### src/rtl/mem_access_unit.sv
`default_nettype none
// ============================================================================
// mem_access_unit
//   M-stage load/store unit: turns a load/store into a registered req/ack
//   transaction and stalls the pipeline until the transaction completes.
// Revision: 1.0  initial release
// ============================================================================
module mem_access_unit #(
  parameter int DATA_WIDTH = 32
) (
  input  logic                  clk,
  input  logic                  rst,
  input  logic                  MemReadM,
  input  logic                  MemWriteM,
  input  logic [2:0]            funct3M,
  input  logic [DATA_WIDTH-1:0] ALUResultM,
  input  logic [DATA_WIDTH-1:0] WriteDataM,
  output logic [DATA_WIDTH-1:0] ReadData,
  output logic                  StallM,
  output logic                  ErrM,
  output logic                  mem_req,
  output logic                  mem_we,
  output logic [DATA_WIDTH-1:0] mem_addr,
  output logic [3:0]            mem_wstrb,
  output logic [DATA_WIDTH-1:0] mem_wdata,
  input  logic [DATA_WIDTH-1:0] mem_rdata,
  input  logic                  mem_ack
);

  localparam logic [2:0] F3_B  = 3'b000;
  localparam logic [2:0] F3_H  = 3'b001;
  localparam logic [2:0] F3_W  = 3'b010;
  localparam logic [2:0] F3_BU = 3'b100;
  localparam logic [2:0] F3_HU = 3'b101;

  typedef enum logic [1:0] {
    IDLE = 2'd0,
    WAIT = 2'd1,
    DONE = 2'd2
  } state_t;

  state_t                  state;
  logic [1:0]              off_q;
  logic [2:0]              f3_q;
  logic [DATA_WIDTH-1:0]   rdata_q;

  logic                    access;
  logic                    f3_legal;
  logic                    misaligned;
  logic                    bad;
  logic                    go;
  logic [3:0]              wstrb_n;
  logic [DATA_WIDTH-1:0]   wdata_n;
  logic [DATA_WIDTH-1:0]   sel;
  logic [DATA_WIDTH-1:0]   fmt;

  // Access decode; unsigned variants only exist for loads.
  always_comb begin
    access   = MemReadM ^ MemWriteM;
    f3_legal = 1'b0;
    case (funct3M)
      F3_B, F3_H, F3_W: f3_legal = 1'b1;
      F3_BU, F3_HU:     f3_legal = MemReadM;
      default:          f3_legal = 1'b0;
    endcase
    misaligned = ((funct3M[1:0] == 2'b01) && ALUResultM[0]) ||
                 ((funct3M[1:0] == 2'b10) && (ALUResultM[1:0] != 2'b00));
    bad = (MemReadM & MemWriteM) | (access & (~f3_legal | misaligned));
    go  = access & f3_legal & ~misaligned;
  end

  assign StallM   = ((state == IDLE) & go) | (state == WAIT);
  assign ErrM     = (state == IDLE) & bad;
  assign ReadData = (state == DONE) ? rdata_q : '0;

  always_comb begin
    wstrb_n = 4'b0000;
    wdata_n = WriteDataM;
    if (MemWriteM) begin
      case (funct3M[1:0])
        2'b00: begin
          wstrb_n = 4'b0001 << ALUResultM[1:0];
          wdata_n = {4{WriteDataM[7:0]}};
        end
        2'b01: begin
          wstrb_n = 4'b0011 << ALUResultM[1:0];
          wdata_n = {2{WriteDataM[15:0]}};
        end
        default: wstrb_n = 4'b1111;
      endcase
    end
  end

  // Load formatting uses the offset/size latched when the request was issued.
  always_comb begin
    sel = mem_rdata >> {off_q, 3'b000};
    case (f3_q)
      F3_B:    fmt = {{24{sel[7]}}, sel[7:0]};
      F3_BU:   fmt = {24'd0, sel[7:0]};
      F3_H:    fmt = {{16{sel[15]}}, sel[15:0]};
      F3_HU:   fmt = {16'd0, sel[15:0]};
      default: fmt = mem_rdata;
    endcase
  end

  always_ff @(posedge clk) begin
    if (rst) begin
      state     <= IDLE;
      mem_req   <= 1'b0;
      mem_we    <= 1'b0;
      mem_addr  <= '0;
      mem_wstrb <= 4'b0000;
      mem_wdata <= '0;
      off_q     <= 2'b00;
      f3_q      <= 3'b000;
      rdata_q   <= '0;
    end else begin
      case (state)
        IDLE: begin
          if (go) begin
            state     <= WAIT;
            mem_req   <= 1'b1;
            mem_we    <= MemWriteM;
            mem_addr  <= {ALUResultM[DATA_WIDTH-1:2], 2'b00};
            mem_wstrb <= wstrb_n;
            mem_wdata <= wdata_n;
            off_q     <= ALUResultM[1:0];
            f3_q      <= funct3M;
          end
        end
        WAIT: begin
          if (mem_ack) begin
            mem_req <= 1'b0;
            rdata_q <= mem_we ? '0 : fmt;
            state   <= DONE;
          end
        end
        DONE:    state <= IDLE;
        default: state <= IDLE;
      endcase
    end
  end

endmodule
`default_nettype wire

### config.mk
export PLATFORM = sky130hd
export DESIGN_NAME = mem_access_unit
export DESIGN_NICKNAME = d
export VERILOG_FILES = /design/src/rtl/mem_access_unit.sv
export SDC_FILE = /design/constraint.sdc
export NUM_CORES = 1
export LEC_CHECK = 0
export ABC_AREA = 0
export CAP_MARGIN = 20
export CORE_MARGIN = 8
export CORE_UTILIZATION = 47
export DETAILED_ROUTE_END_ITERATION = 10
export PLACE_DENSITY = 0.86
export REMOVE_ABC_BUFFERS = 1
export SLEW_MARGIN = 20
export SYNTH_ARGS = -nofsm -noshare
export SYNTH_HDL_FRONTEND = slang
export SYNTH_SLANG_ARGS = --single-unit
export TNS_END_PERCENT = 50
### constraint.sdc
create_clock -name clk -period 2.44 [get_ports clk]
set_input_delay 0.366 -clock clk [delete_from_list [all_inputs] [get_ports clk]]
set_output_delay 0.366 -clock clk [all_outputs]
set_load 0.02 [all_outputs]
* Yosys cells after proc, flatten, opt, wreduce, memory -nomap -nowiden *
Cells that the tools add are included.

word-level totals
  flip-flop bits (word level) = 107
  bits of input ports = 104
  output and inout port bits = 104
  word-level logic and storage cells = 66

cells by class
  eq/ne operators = 13
  shifts and indexed selects = 3
  muxes and demuxes = 14
  bitwise logic cells = 12
  reductions and logical operators = 15

operator list
  cell                 count
  $pmux 32 s4          1
  $mux 32              3
  $pmux 32 s2          1
  $shr 32x5->16        1
  $eq 3x3->1 const B   4
  $pmux 4 s2           1
  $and 1x1->1          6
  $eq 3x1->1 const B   2
  $logic_not 3->1      2
  $reduce_and 2->1     3
  $eq 2x1->1 const B   2
  $eq 2x2->1 const B   2
  $logic_not 2->1      2
  $mux 2               2
  $mux 4               1
  $ne 2x2->1 const B   2
  $pmux 1 s2           2
  $pmux 2 s2           1
  $reduce_bool 2->1    2
  $shl 1x2->4 const A  1
  $shl 2x2->4 const A  1
  $eq 3x2->1 const B   1
  $or 1x1->1           3
  $reduce_and 3->1     1
  other kinds (7)      10

* Logic depth before layout (Yosys ltp) *
  depth in word-level cells = 8
  mapped depth = 7
  mapped depth without buffers = 4

* Worst setup path after synthesis *
OpenSTA, ideal clock, no wires.

  kind = input -> output
  start point = input port ALUResultM[0]
  end point = output port ErrM
  data arrival time = 1722 ps
  required time = 2074 ps
  slack = 352 ps
  stages = 7
  buffers on the path = 3
  cell sequence = clkbuf_2 > a21oi_1 > a21oi_1 > buf_2 > buf_2 > a21oi_1 > nor3_1

on the way
  cells in the longest elaborated chain, start to end = 7
  elaborated cells on any way between the ends = 8
  those cells by class = bitwise: 4; reduce/logical: 4

ends and longest elaborated chain
  element               RTL line  RTL
  start: declaration    16        input logic [DATA_WIDTH-1:0] ALUResultM,
  $reduce_bool 2->1     67        ((funct3M[1:0] == 2'b10) && (ALUResultM[1:0] != 2'b00));
  $logic_and 1x1->1     67
  $logic_or 1x1->1 (*)  66        misaligned = ((funct3M[1:0] == 2'b01) && ALUResultM[0]) ||
  $or 1x1->1 (*)        68        bad = (MemReadM & MemWriteM) | (access & (~f3_legal | misaligned));
  $and 1x1->1 (*)       68
  $or 1x1->1 (*)        68
  $and 1x1->1 (*)       73        assign ErrM = (state == IDLE) & bad;
  end: declaration      20        output logic ErrM,

Mark *: on every way between the ends. The rest lies on a longest branch, timed or not.

* Final worst setup path *
  start point = register state[1]
  end point = output port ReadData[15]

on the way
  cells in the longest elaborated chain, start to end = 2

ends and longest elaborated chain
  element                   RTL line  RTL
  start: declaration        42        state_t state;
  start signal: assignment  108       state <= IDLE;
  start signal: assignment  121       state <= WAIT;
  start signal: assignment  135       state <= DONE;
  $eq 2x2->1                74        assign ReadData = (state == DONE) ? rdata_q : '0;
  $mux 32                   74
  end: declaration          18        output logic [DATA_WIDTH-1:0] ReadData,

Every way passes these cells.

==> results.tsv <==
metric	value	unit
dieArea	14400	µm²
drtIter0Drc	432	
ys_top_cells_by_area	dfxtp_1 42%, a21oi_1 7.9%, o21ai_0 7.1%, mux2i_1 4.7%, nand3_1 4.4%	
finalMaxSlewViolations	0	
num_rows	38	
synth.most_common_cell	dfxtp_1	
num_vias	5413	
cp_max_fo	32	
grt_usage	0.234	
ys.flop_type	dfxtp_1	
post_drt_wl_per_cell	19.0	µm
critPathMaxStageDelay	620	ps
yosysTopAreaCellShare	0.420	
wl	17600	µm
grt_pass1_wl	27700	µm
hold_slack	341	ps
irDropWorstVdd	0.000353	V
pwr-share-comb	0.229	
switchingPower	1.18	mW
clk_pin_slew	100	ps
antennaDiodeCount	0	
status	finished clean	
power.total	3.93	mW
arrival	2000	ps
yosysUniqueCellTypes	42	
die_w	120	µm
synth-seq-cells	107	
io_buffers	205	
period_share	0.970	
power.share.clock	0.292	
switching_share	0.299	
slowest_stage	clkdlybuf4s50_1	
skew	11.2	ps
ios	208	
ant_nets	0	
place.gp.congestion	0.886	
power.leakage	2.56	nW
required	2070	ps
intPower	2.76	mW
relSlewSlack	0.507	
max_freq	423	MHz
r2r_setup_slack	530	ps
hpwl	12700	µm
rsz0062_at_grt	false	
cts_tree	done	
drive_gt1_frac	0.0734	
insertion_delay	370	ps
initial_core_util	0.477	
fin_crit	2370	ps
hold_viol	0	
start_kind	flop	
worst_setup_path_end_kind	output port	
seqPwrFrac	0.479	
grt_pass1_vias	5354	
finalSetupViolCount	0	
yosysTopAreaCell	dfxtp_1	
num-nets-final	890	
postSynthCellCount	611	
grt_max_degree	75	
worstMarginPinSlew	740	ps
fp.dieH	120	µm
path_cells	nor2b_1 -> buf_6 -> and2_1 -> clkdlybuf4s50_1	
synth-seq-area-share	0.420	
cts_hold_buffers	0	
yosys-top-cells-count	107 x dfxtp_1, 80 x a21oi_1, 72 x o21ai_0	
cap_violations	0	
cts_max_level	3	
viasPerCell	5.82	
syn_to_final_growth	46.4	%
avgSynthCellArea	8.34	µm²
powerDensity	527	nW/µm²
synthArstFlopShare	0	
synth_edf_count	0	
hp-class	input port to flop	
clock_sinks	107	
worstSetupPathType	flop to output port	
cts_max_path_buffers	2	
ys_warn_count	0	
core-area	10700	µm²
drt_first_pass_iters	6	
synth_area	5100	µm²
drc	0	
clockRootBuffer	clkbuf_8	
antenna_found_initial	1	
overflow	0	
cts_made_buffers	9	
-- state kept, by name, indices dropped and copies added (netlist names) --
| name | cells |
|---|---|
| mem_wdata | 32 |
| mem_addr | 30 |
| rdata_q | 32 |
| off_q | 2 |
| mem_we | 1 |
| f3_q | 3 |
| mem_wstrb | 4 |
| mem_req | 1 |
| state | 2 |
-- final timing paths --
| kind | from | end | depth (start not counted) |
|---|---|---|---|
| worst max-delay path | state[1] | ReadData[15] | 4 |
| worst min-delay path | rst | rdata_q[7] | 3 |
| worst max register to register | f3_q[0] | rdata_q[18] | 4 |
| worst min register to register | rdata_q[15] | rdata_q[15] | 2 |
-- kinds of logic after synthesis --
logic type / share of synthesized area
adder cells (fa/ha/maj): 0.00245
flip-flops: 0.420
multiplexers: 0.0537
other: 0.000735
AND/OR/NAND/NOR: 0.177
buffers and inverters: 0.0589
XOR/XNOR: 0.00172
AO/OA/AOI/OAI: 0.286
-- cell type report --
cell class / instances / area, µm²
inverter: 4 / 15.0
multi-input combinational: 436 / 2680
sequential: 107 / 2140
tap: 140 / 175
fill: 835 / 3230
clock buffer: 10 / 138
clock inverter: 6 / 71.3
timing repair buffer: 227 / 2240
-- cells in the final DEF, fill, tap and decap left out, types with 18 or more instances in the layout --
| master | n |
|---|---|
| a21oi_1 | 79 |
| buf_4 | 20 |
| and2_1 | 32 |
| o2111ai_1 | 18 |
| o21ai_0 | 72 |
| dfxtp_1 | 107 |
| mux2i_1 | 24 |
| nand2b_1 | 27 |
| nand3_1 | 45 |
| nor2_1 | 19 |
| clkdlybuf4s50_1 | 201 |
| nand2_1 | 25 |
| a22oi_1 | 23 |
-- worst max-delay path, delay by kind of cell, from the launching register on --
family	cells	cell delay (ps)
buffers and inverters	2	840
flip-flops	1	420
AND/OR/NAND/NOR	2	370
-- metrics by stage --
stage,setup slack [ps],area [µm²],instances,utilization,TNS [ps]
2_1_floorplan,-465,4820,547,-,-11470
3_5_place_dp,-59.4,7250,914,0.678,-131
4_1_cts,41.6,7460,930,0.697,0
3_3_place_gp,-37.9,7250,914,0.678,-37.9
6_report,73.3,7470,930,0.698,0
5_1_grt,1.46,7470,930,0.698,0
-- layer usage --
metal / vias to the layer above / routed length [µm] / share of wire / global-route usage
met5: - / 13 / 0.00074 / 0
met4: 2 / 460 / 0.026 / 0.0890
met3: 39 / 2420 / 0.14 / 0.115
met2: 299 / 8100 / 0.46 / 0.375
met1: 2520 / 6640 / 0.38 / 0.263
li1: 2553 / - / - / -
-- power groups by stage --
stage,clock (mW),combinational [mW],sequential [mW]
after global placement,0,0.875,1.92
after detailed placement,0,0.893,1.92
final,1.15,0.901,1.88
after global routing,1.24,0.961,1.90
after floorplan,0,0.296,2.00
after CTS,1.17,0.895,1.88
-- what timing repair did --
action	4_1_cts	5_1_grt
resized for setup	2	2
setup endpoints to repair	2	29
cloned	0	0
pin swaps	0	0
hold endpoints to repair	0	0
setup buffers	0	0
Note: power is estimated with default switching activity, not from simulation.
